$ cat src/rtl/muldiv_pkg.sv
// muldiv_pkg: shared RV32 decode constants for the execute stage
package muldiv_pkg;
  localparam logic [6:0] F7_MULDIV = 7'b0000001;
  localparam logic [2:0] F3_MUL    = 3'b000;
  localparam logic [2:0] F3_MULH   = 3'b001;
  localparam logic [2:0] F3_MULHSU = 3'b010;
  localparam logic [2:0] F3_MULHU  = 3'b011;
  localparam logic [2:0] F3_DIV    = 3'b100;
  localparam logic [2:0] F3_DIVU   = 3'b101;
  localparam logic [2:0] F3_REM    = 3'b110;
  localparam logic [2:0] F3_REMU   = 3'b111;
  localparam logic [2:0] F3_BEQ    = 3'b000;
  localparam logic [2:0] F3_BNE    = 3'b001;
  localparam logic [2:0] F3_BLT    = 3'b100;
  localparam logic [2:0] F3_BGE    = 3'b101;
  localparam logic [2:0] F3_BLTU   = 3'b110;
  localparam logic [2:0] F3_BGEU   = 3'b111;
  localparam logic [3:0] ALU_ADD   = 4'd0;
  localparam logic [3:0] ALU_SUB   = 4'd1;
  localparam logic [3:0] ALU_AND   = 4'd2;
  localparam logic [3:0] ALU_OR    = 4'd3;
  localparam logic [3:0] ALU_XOR   = 4'd4;
  localparam logic [3:0] ALU_SLL   = 4'd5;
  localparam logic [3:0] ALU_SRL   = 4'd6;
  localparam logic [3:0] ALU_SRA   = 4'd7;
  localparam logic [3:0] ALU_SLT   = 4'd8;
  localparam logic [3:0] ALU_SLTU  = 4'd9;
  function automatic logic signed_a(input logic [2:0] f3);
    return f3 == F3_MULH || f3 == F3_MULHSU || f3 == F3_DIV || f3 == F3_REM;
  endfunction
  function automatic logic signed_b(input logic [2:0] f3);
    return f3 == F3_MULH || f3 == F3_DIV || f3 == F3_REM;
  endfunction
endpackage

$ cat src/rtl/muldiv_iter.sv
// muldiv_iter: one radix-2 shift-add (multiply) or restoring (divide) step on a 64-bit accumulator
module muldiv_iter (
  input  logic [63:0] acc,
  input  logic [31:0] b,
  input  logic        div,
  output logic [63:0] nxt
);
  logic [32:0] sum;
  logic [32:0] diff;
  always_comb begin
    sum  = {1'b0, acc[63:32]} + {1'b0, b};
    diff = acc[63:31] - {1'b0, b};
    nxt  = div ? (diff[32] ? {acc[62:0], 1'b0} : {diff[31:0], acc[30:0], 1'b1})
               : (acc[0] ? {sum, acc[31:1]} : {1'b0, acc[63:1]});
  end
endmodule

$ cat src/rtl/muldiv_ctrl.sv
// muldiv_ctrl: iterative RV32M multiply/divide sequencer with pipeline stall and flush handling
module muldiv_ctrl
  import muldiv_pkg::*;
(
  input  logic        clk,
  input  logic        reset,
  input  logic        start,
  input  logic [2:0]  funct3,
  input  logic [31:0] op_a,
  input  logic [31:0] op_b,
  input  logic        flush,
  output logic        busy,
  output logic        done,
  output logic [31:0] result,
  output logic        stall_req
);
  typedef enum logic [1:0] {IDLE, CALC, FIX, DONE} state_t;
  state_t      state;
  logic [4:0]  cnt;
  logic [63:0] acc;
  logic [63:0] nxt;
  logic [63:0] prod;
  logic [31:0] b_r;
  logic [31:0] ma;
  logic [31:0] mb;
  logic [31:0] special;
  logic [31:0] fixed;
  logic [2:0]  op;
  logic        neg_q;
  logic        neg_r;
  logic        sa;
  logic        sb;
  logic        dz;
  logic        ovf;
  muldiv_iter u_iter (.acc(acc), .b(b_r), .div(op[2]), .nxt(nxt));
  always_comb begin
    sa      = op_a[31] & signed_a(funct3);
    sb      = op_b[31] & signed_b(funct3);
    ma      = sa ? -op_a : op_a;
    mb      = sb ? -op_b : op_b;
    dz      = funct3[2] & (op_b == '0);
    ovf     = (funct3 == F3_DIV || funct3 == F3_REM) & (op_a == 32'h8000_0000) & (op_b == 32'hFFFF_FFFF);
    special = dz ? (funct3[1] ? op_a : 32'hFFFF_FFFF) : (funct3[1] ? 32'h0 : 32'h8000_0000);
    prod    = neg_q ? -acc : acc;
    // after 32 divide steps the high word is the remainder, the low word the quotient
    fixed   = op == F3_MUL ? acc[31:0]
            : !op[2] ? prod[63:32]
            : op[1] ? (neg_r ? -acc[63:32] : acc[63:32])
            : (neg_q ? -acc[31:0] : acc[31:0]);
  end
  assign busy      = state != IDLE;
  assign stall_req = (state == IDLE && start) || state == CALC || state == FIX;
  always_ff @(posedge clk) begin
    if (reset) begin
      state  <= IDLE;
      cnt    <= '0;
      acc    <= '0;
      b_r    <= '0;
      op     <= '0;
      neg_q  <= 1'b0;
      neg_r  <= 1'b0;
      done   <= 1'b0;
      result <= '0;
    end else if (flush) begin
      state <= IDLE;
      done  <= 1'b0;
    end else begin
      case (state)
        IDLE: if (start) begin
          op    <= funct3;
          acc   <= {32'h0, ma};
          b_r   <= mb;
          neg_q <= sa ^ sb;
          neg_r <= sa;
          cnt   <= '0;
          if (dz || ovf) begin
            result <= special;
            done   <= 1'b1;
            state  <= DONE;
          end else state <= CALC;
        end
        CALC: begin
          acc   <= nxt;
          cnt   <= cnt + 5'd1;
          state <= cnt == 5'd31 ? FIX : CALC;
        end
        FIX: begin
          result <= fixed;
          done   <= 1'b1;
          state  <= DONE;
        end
        default: begin
          done  <= 1'b0;
          state <= IDLE;
        end
      endcase
    end
  end
endmodule

$ cat config.mk
export PLATFORM = sky130hd
export DESIGN_NAME = muldiv_ctrl
export DESIGN_NICKNAME = d
export VERILOG_FILES = /design/src/rtl/muldiv_pkg.sv /design/src/rtl/muldiv_iter.sv /design/src/rtl/muldiv_ctrl.sv
export SDC_FILE = /design/constraint.sdc
export NUM_CORES = 1
export LEC_CHECK = 0
export ABC_AREA = 1
export CORE_AREA = 4 4 187 234
export DETAILED_ROUTE_END_ITERATION = 10
export DIE_AREA = 0 0 191 238
export SYNTH_ARGS = -nofsm -noshare
export SYNTH_HDL_FRONTEND = slang
export SYNTH_SLANG_ARGS = --single-unit
$ cat constraint.sdc
create_clock -name clk -period 5.1 [get_ports clk]
set_clock_uncertainty 0.2 [all_clocks]
set_input_delay 1.275 -clock clk [delete_from_list [all_inputs] [get_ports clk]]
set_output_delay 1.275 -clock clk [all_outputs]
set_load 0.05 [all_outputs]
Word-level counts from Yosys, hierarchy flattened:

Cells that the tools add are included.
Widths: inputs -> output; s select.

* input bits: 71
* output and inout bits: 35
* word-level logic and storage cells: 85
* bits in registers: 141

* equality and inequality tests: 11
* multiplexer cells: 28
* reductions and logical operators: 21
* bitwise logic cells: 8
* $add $sub $neg: 8

Operators with widths (count)
* $mux 32: 12
* $mux 64: 5
* $neg 32->32: 4
* $pmux 64 s2: 1
* $eq 32x32->1 const B: 2
* $neg 64->64: 1
* $pmux 32 s2: 1
* $add 32x32->33: 1
* $sub 33x32->33: 1
* $logic_not 32->1: 1
* $pmux 5 s2: 1
* $logic_or 1x1->1: 9
* $reduce_and 3->1: 3
* $eq 3x3->1 const B: 2
* $mux 2: 3
* $pmux 2 s3: 1
* $reduce_bool 2->1: 3
* $add 5x1->5 const B: 1
* $and 1x1->1: 5
* $eq 5x5->1 const B: 1
* $mux 5: 1
* $reduce_and 4->1: 1
* $eq 3x1->1 const B: 1
* $eq 3x2->1 const B: 1
* other kinds (12): 14

Logic depth before layout (Yosys ltp):

Gate-level depths: netlist of the first run.

* depth in word-level cells: 8
* depth in mapped cells: 19
* gate-level depth less buffers: 19

Cells and area by module:

From an unflattened synthesis of the first run, not the netlist that was laid out.

* cells, all modules: 3378
* area, all modules: 17917.2 µm²

Modules (own cells, without submodules)
* muldiv_ctrl: sequential area each 2822.7 µm², area an instance 11885.1 µm², cells an instance 2091, times used 1
* muldiv_iter: sequential area each 0.0 µm², area an instance 6032.0 µm², cells an instance 1287, times used 1

Least setup slack after synthesis of the first run:

Ideal clock, no wire load.

* path type: input-to-output
* from: input start
* to: output stall_req
* arrival: 1.808 ns
* buffers on the path: 0
* slack: 1.817 ns
* required time: 3.625 ns
* cell stages on the path: 4
* cells stage by stage: inv_1 > nor2_1 > inv_1 > nand3_1

* cells in the longest elaborated chain, start to end: 3

RTL lines
* start, declared: line muldiv_ctrl.sv:7 `input logic start,`
* $logic_and 1x1->1: line muldiv_ctrl.sv:52 `assign stall_req = (state == IDLE && start) || state == CALC || state == FIX;`
* $logic_or 1x1->1 (2 in series): line muldiv_ctrl.sv:52
* end, declared: line muldiv_ctrl.sv:15 `output logic stall_req`

Every way passes these cells.

Worst setup path in the final report of the first run:

Same ends and word-level chain as after synthesis.

==> impl_metrics.ini, run 1 <==
[yosys]
synth_edf_count = 0
synthTopCellsByArea = nand2_1 22%, dfxtp_1 16%, inv_1 11%
synth_common_cells = 1,077 x nand2_1, 519 x inv_1, 340 x nor2_1, 307 x a21oi_1, 301 x nand3_1
syn_nets = 3586
yosysMostFrequentCell = nand2_1
syn_area_sq_um = 18100
synth_top_area_frac = 0.223
synth_cells = 3442
yosys.area.top_type = nand2_1
ys_types = 47
yosysWarnings = 0
ys_seq_elements = 141
synthFlopType = dfxtp_1
syn_area_per_cell_sq_um = 5.26
async_flop_share = 0
ys_seq_area_frac = 0.156

[layout]
fin_nets = 3612
fin_cells = 4040
antenna_cells = 0
drive_gt1_frac = 0.0511
area_growth_pct = 11.5
fillers = 4722

[timing]
hold_viol = 0
setup_violations = 0
period_needed_ns = 4.32
fin_crit_sh = 0.847
maxSlewViolCount = 0
slew_headroom = 0.172
worst_pin_slew_ns = 1.23
rsz0062_at_grt = false
fmax_ghz = 0.231
final.setup.tns_ns = 0

[detailed_routing]
num_vias = 22400
dr.pass1.iters = 8
drt_iter0_drc = 1962
wirelength_um = 82600
drc = 0
ant_nets = 0
detail_route.wl_per_cell_um = 20.5
vias_per_cell = 5.55

[critical_path]
worstSetupEndpointType = output pin
crit_type = input port to output pin
startpoint_type = input port
r2r_cells = 12
critPathRequiredTime_ns = 3.62
crit_arrival_ns = 2.85
path_max_fanout = 2

[pwr]
p_per_area_nw_per_um2 = 203
switchingPower_mw = 1.71
internal_power_mw = 2.38
pwr-share-clk = 0.348
pwr-share-seq = 0.305
p_comb_frac = 0.348
p_sw_frac = 0.419
peakVddDrop_mv = 0.252
p_leak_nw = 10.3

[clock_network]
clock-root-buffer = clkbuf_16
clk_pin_slew_ns = 0.07
cts_resized = 0
cts_hold_buf = 0
postCtsSetupBuffers = 0
cts.path.max_buffers = 2
h-tree-depth = 4
cts_buffers = 17
cts_sinks = 141
cts_tree = yes
clock_latency_ns = 0.45

[grt]
grt_pass1_wl_um = 122000
overflow = 0
track_usage = 0.349
grt_pass1_vias = 20600
grt_max_degree = 100
antenna_found_initial = 0

[worst_hold_path]
min_path_cells = 2
hold_path.class = register to register

[place]
place_inst = 4008
hpwl_um = 65700
gp_congestion = 1.04
port_buffers = 105

[floorplanning]
dieHeight_um = 238
start_util = 0.434
num_rows = 84
ios = 106
die_area_sq_um = 45500
die_w_um = 191
coreArea_sq_um = 41700

[status]
status = complete, no violations

[job]
maxCapViolCount = 0
## critical path, cell delays in order
cell	delay, ns
clkdlybuf4s50_1	0.48
inv_1	0.04
nor2_1	0.10
inv_1	0.07
nand3_1	0.06
clkdlybuf4s50_1	0.81
## per-stage QoR
step / cell area, sq um / power [mW] / util / hold WS (ns) / setup slack, ns
finish: 20200 / 4.09 / 0.484 / 0.286 / 0.778
detailed placement: 19500 / 2.66 / 0.468 / 0.275 / 0.769
global placement: 19500 / 2.66 / 0.468 / 0.252 / 0.763
CTS: 20200 / 4.07 / 0.484 / 0.285 / 0.774
global route: 20200 / 4.28 / 0.484 / 0.302 / 0.745
floorplan: 18100 / 2.16 / - / 0.244 / 1.82
## per-layer routing
layer,vias up,routed length (um),GRT usage
li1,11000,-,-
met1,10200,29800,0.379
met2,924,39600,0.604
met3,287,4620,0.0380
met4,0,8610,0.293
met5,-,0,0
## flip-flops by register name, indices dropped and copies added (netlist names)
signal / cells
acc: 64
done: 1
neg_r: 1
op: 3
state: 2
result: 32
cnt: 5
neg_q: 1
b_r: 32
## final cells by class
cell class | count | area (sq um) | share of cell area
multi-input cells | 2628 | 12600 | 0.627
repair buffers | 146 | 1360 | 0.0675
flip-flops and latches | 141 | 2830 | 0.140
inverters | 534 | 2000 | 0.0993
clock inverters | 15 | 216 | 0.0107
clock buffers | 17 | 425 | 0.0211
well taps | 559 | 699 | 0.0347
## cell usage in the layout (no fill, tap or decap), types with 5 or more instances in the layout
cell,n
o21bai_1,9
a21oi_2,31
a21oi_1,307
nand4_1,39
nand2_2,14
or2_2,5
inv_2,13
nand3_1,301
a31oi_1,21
inv_8,6
clkbuf_16,17
and2_1,11
nand2_1,1077
o21ai_1,6
nor2_1,338
dfxtp_1,139
nor4_1,5
nand3_2,7
inv_1,519
o211ai_1,13
o221ai_1,7
xor2_1,33
nand3b_1,13
nor3_1,34
nor2_2,20
ha_1,71
o21ai_0,223
clkdlybuf4s50_1,103
buf_4,40
xnor2_1,13
## kinds of logic after synthesis
family	Yosys count	share of synthesized area
xor gates and xnor gates	46	0.0223
DFF	141	0.156
AOI/OAI and AO/OA	630	0.188
and+or+nand+nor	1879	0.436
adders and majority gates	73	0.0513
buffers and inverters	673	0.146
## worst paths after layout
check	end	start	slack, ns
setup / recovery	stall_req	start	0.78
hold / removal	done	done	0.29
setup reg to reg	result[8]	acc[0]	1.18
hold reg to reg	done	done	0.29
## power groups by stage
stage | logic, mW | clock network, mW | registers [mW]
4_1_cts | 1.40 | 1.43 | 1.24
3_3_place_gp | 1.39 | 0 | 1.27
2_1_floorplan | 0.911 | 0 | 1.25
3_5_place_dp | 1.39 | 0 | 1.27
6_report | 1.42 | 1.42 | 1.25
5_1_grt | 1.56 | 1.48 | 1.25
Note: power is estimated with default switching activity, not from simulation.
==> run 2: changes to the inputs <==
Clock period 5.1 ns to 3.96 ns, I/O delays scaled along.
==> impl_metrics.ini, run 2 (same netlist as run 1, synthesis figures left out) <==
[grt]
grt_pass1_wl_um = 123000
grt_max_degree = 83
overflow = 0
antenna_found_initial = 0
grt_pass1_vias = 21200
track_usage = 0.352

[clock_network]
cts_buffers = 17
clk_pin_slew_ns = 0.07
cts_sinks = 141
clock-root-buffer = clkbuf_16
cts_hold_buf = 0
clock_latency_ns = 0.45
cts_tree = yes
postCtsSetupBuffers = 0
cts.path.max_buffers = 2
cts_resized = 0
h-tree-depth = 4

[detailed_routing]
num_vias = 22500
dr.pass1.iters = 6
detail_route.wl_per_cell_um = 20.4
drc = 0
ant_nets = 0
drt_iter0_drc = 1892
vias_per_cell = 5.52
wirelength_um = 82900

[critical_path]
worst_path_max_delay_cell = ha_1
cp_top_family = simple AND/OR/NAND/NOR gates
critPathRequiredTime_ns = 4.14
crit_buf_inv = 2
path_max_fanout = 7
cp_cell_sequence = inv_1 -> ha_1 -> inv_1 -> nor2_1 -> nand2_1 -> nor2_1 -> nand3_1 -> nand3_1 -> nand2_1 -> o21ai_0 -> nand2_1 -> nand3_1 -> nand2_1 -> a21oi_1
startpoint_type = register
crit_type = register to register
worstSetupEndpointType = register
cp_slowest_stage_delay_ns = 0.38
path_common_cell = nand2_1
crit_arrival_ns = 3.59

[layout]
regMostFlops = acc
fin_nets = 3640
largestRegisters = acc x64, b_r x32, result x32
antenna_cells = 0
largest_register_ffs = 64
multi_input_area_sq_um = 12600
mostFrequentLayoutCells = 1,077 x nand2_1, 519 x inv_1, 338 x nor2_1, 307 x a21oi_1, 301 x nand3_1
drive_gt1_frac = 0.0587
area_growth_pct = 12.6
fillers = 4671
regArea_sq_um = 2830
final_common_cell = nand2_1

[pwr]
pwr-share-clk = 0.326
pwr-share-seq = 0.311
p_sw_frac = 0.423
p_comb_frac = 0.363
peakVddDrop_mv = 0.327
finalPower_mw = 5.15
switchingPower_mw = 2.18
internal_power_mw = 2.97
p_leak_nw = 10.4
p_per_area_nw_per_um2 = 253

[timing]
maxSlewViolCount = 0
worst_pin_slew_ns = 0.978
rsz0062_at_grt = false
fmax_ghz = 0.293
final.setup.tns_ns = 0
period_needed_ns = 3.41
fin_crit_sh = 0.860
slew_headroom = 0.348
setup_violations = 0
hold_viol = 0

[place]
port_buffers = 105
gp_congestion = 1.01
hpwl_um = 66500

[status]
status = complete, no violations

[floorplanning]
start_util = 0.434
ios = 106
die_w_um = 191
num_rows = 84
die_area_sq_um = 45500
dieHeight_um = 238
coreArea_sq_um = 41700

[worst_hold_path]
hold_path.class = register to register

[job]
maxCapViolCount = 0
==> run 2: cell count changes in the layout (fill, tap and decap cells not counted), moves of 2 or more <==
cell | before | now
clkinv_4 | 0 | 3
buf_12 | 1 | 5
buf_4 | 40 | 65
clkbuf_8 | 0 | 2
inv_8 | 6 | 1
bufinv_16 | 3 | 1
==> run 2: per-layer routing <==
layer  global-route usage  routed length [um]  up-vias
li1                     -                   -    11100
met5                    0                   0        -
met3               0.0307                4140      324
met1                0.383               30300    10100
met4                0.311                9120        0
met2                0.607               39300      960
==> run 2: path summary, 6_finish.rpt <==
kind	from	to	slack (ns)	depth (start not counted)
min reg2reg	cnt[4]	cnt[4]	0.28	2
min	cnt[4]	cnt[4]	0.28	2
max reg2reg	acc[32]	result[24]	0.55	14
max	acc[32]	result[24]	0.55	14
==> run 2: per-stage QoR <==
stage          hold slack (ns)  cell area (sq um)  worst slack [ns]  std cells   util
2_1_floorplan            0.244              18100              1.25       3442      -
3_3_place_gp             0.253              19800             0.262       4036  0.474
3_5_place_dp             0.265              19800             0.274       4036  0.474
4_1_cts                  0.275              20400             0.617       4068  0.488
5_1_grt                  0.289              20400             0.336       4068  0.488
6_report                 0.275              20400             0.553       4068  0.488
==> run 2: final cells by class <==
class                   instances  share of cell area
well taps                     559              0.0343
flip-flops and latches        141               0.139
multi-input cells            2628               0.620
repair buffers                174              0.0795
clock inverters                12             0.00620
inverters                     534              0.0984
clock buffers                  20              0.0224
==> run 2: power groups by stage <==
| stage | combinational, mW | sequential (mW) | clock [mW] |
|---|---|---|---|
| after floorplan | 1.17 | 1.60 | 0 |
| after global placement | 1.82 | 1.63 | 0 |
| after detailed placement | 1.83 | 1.63 | 0 |
| after CTS | 1.84 | 1.60 | 1.69 |
| after global routing | 2.05 | 1.60 | 1.74 |
| final | 1.87 | 1.60 | 1.68 |
==> run 2: worst min-delay path, delay by kind of cell (launching register included) <==
family / cells / cell delay (ns)
flip-flops: 1 / 0.31
AND/OR/NAND/NOR: 1 / 0.06
AO/OA/AOI/OAI: 1 / 0.05
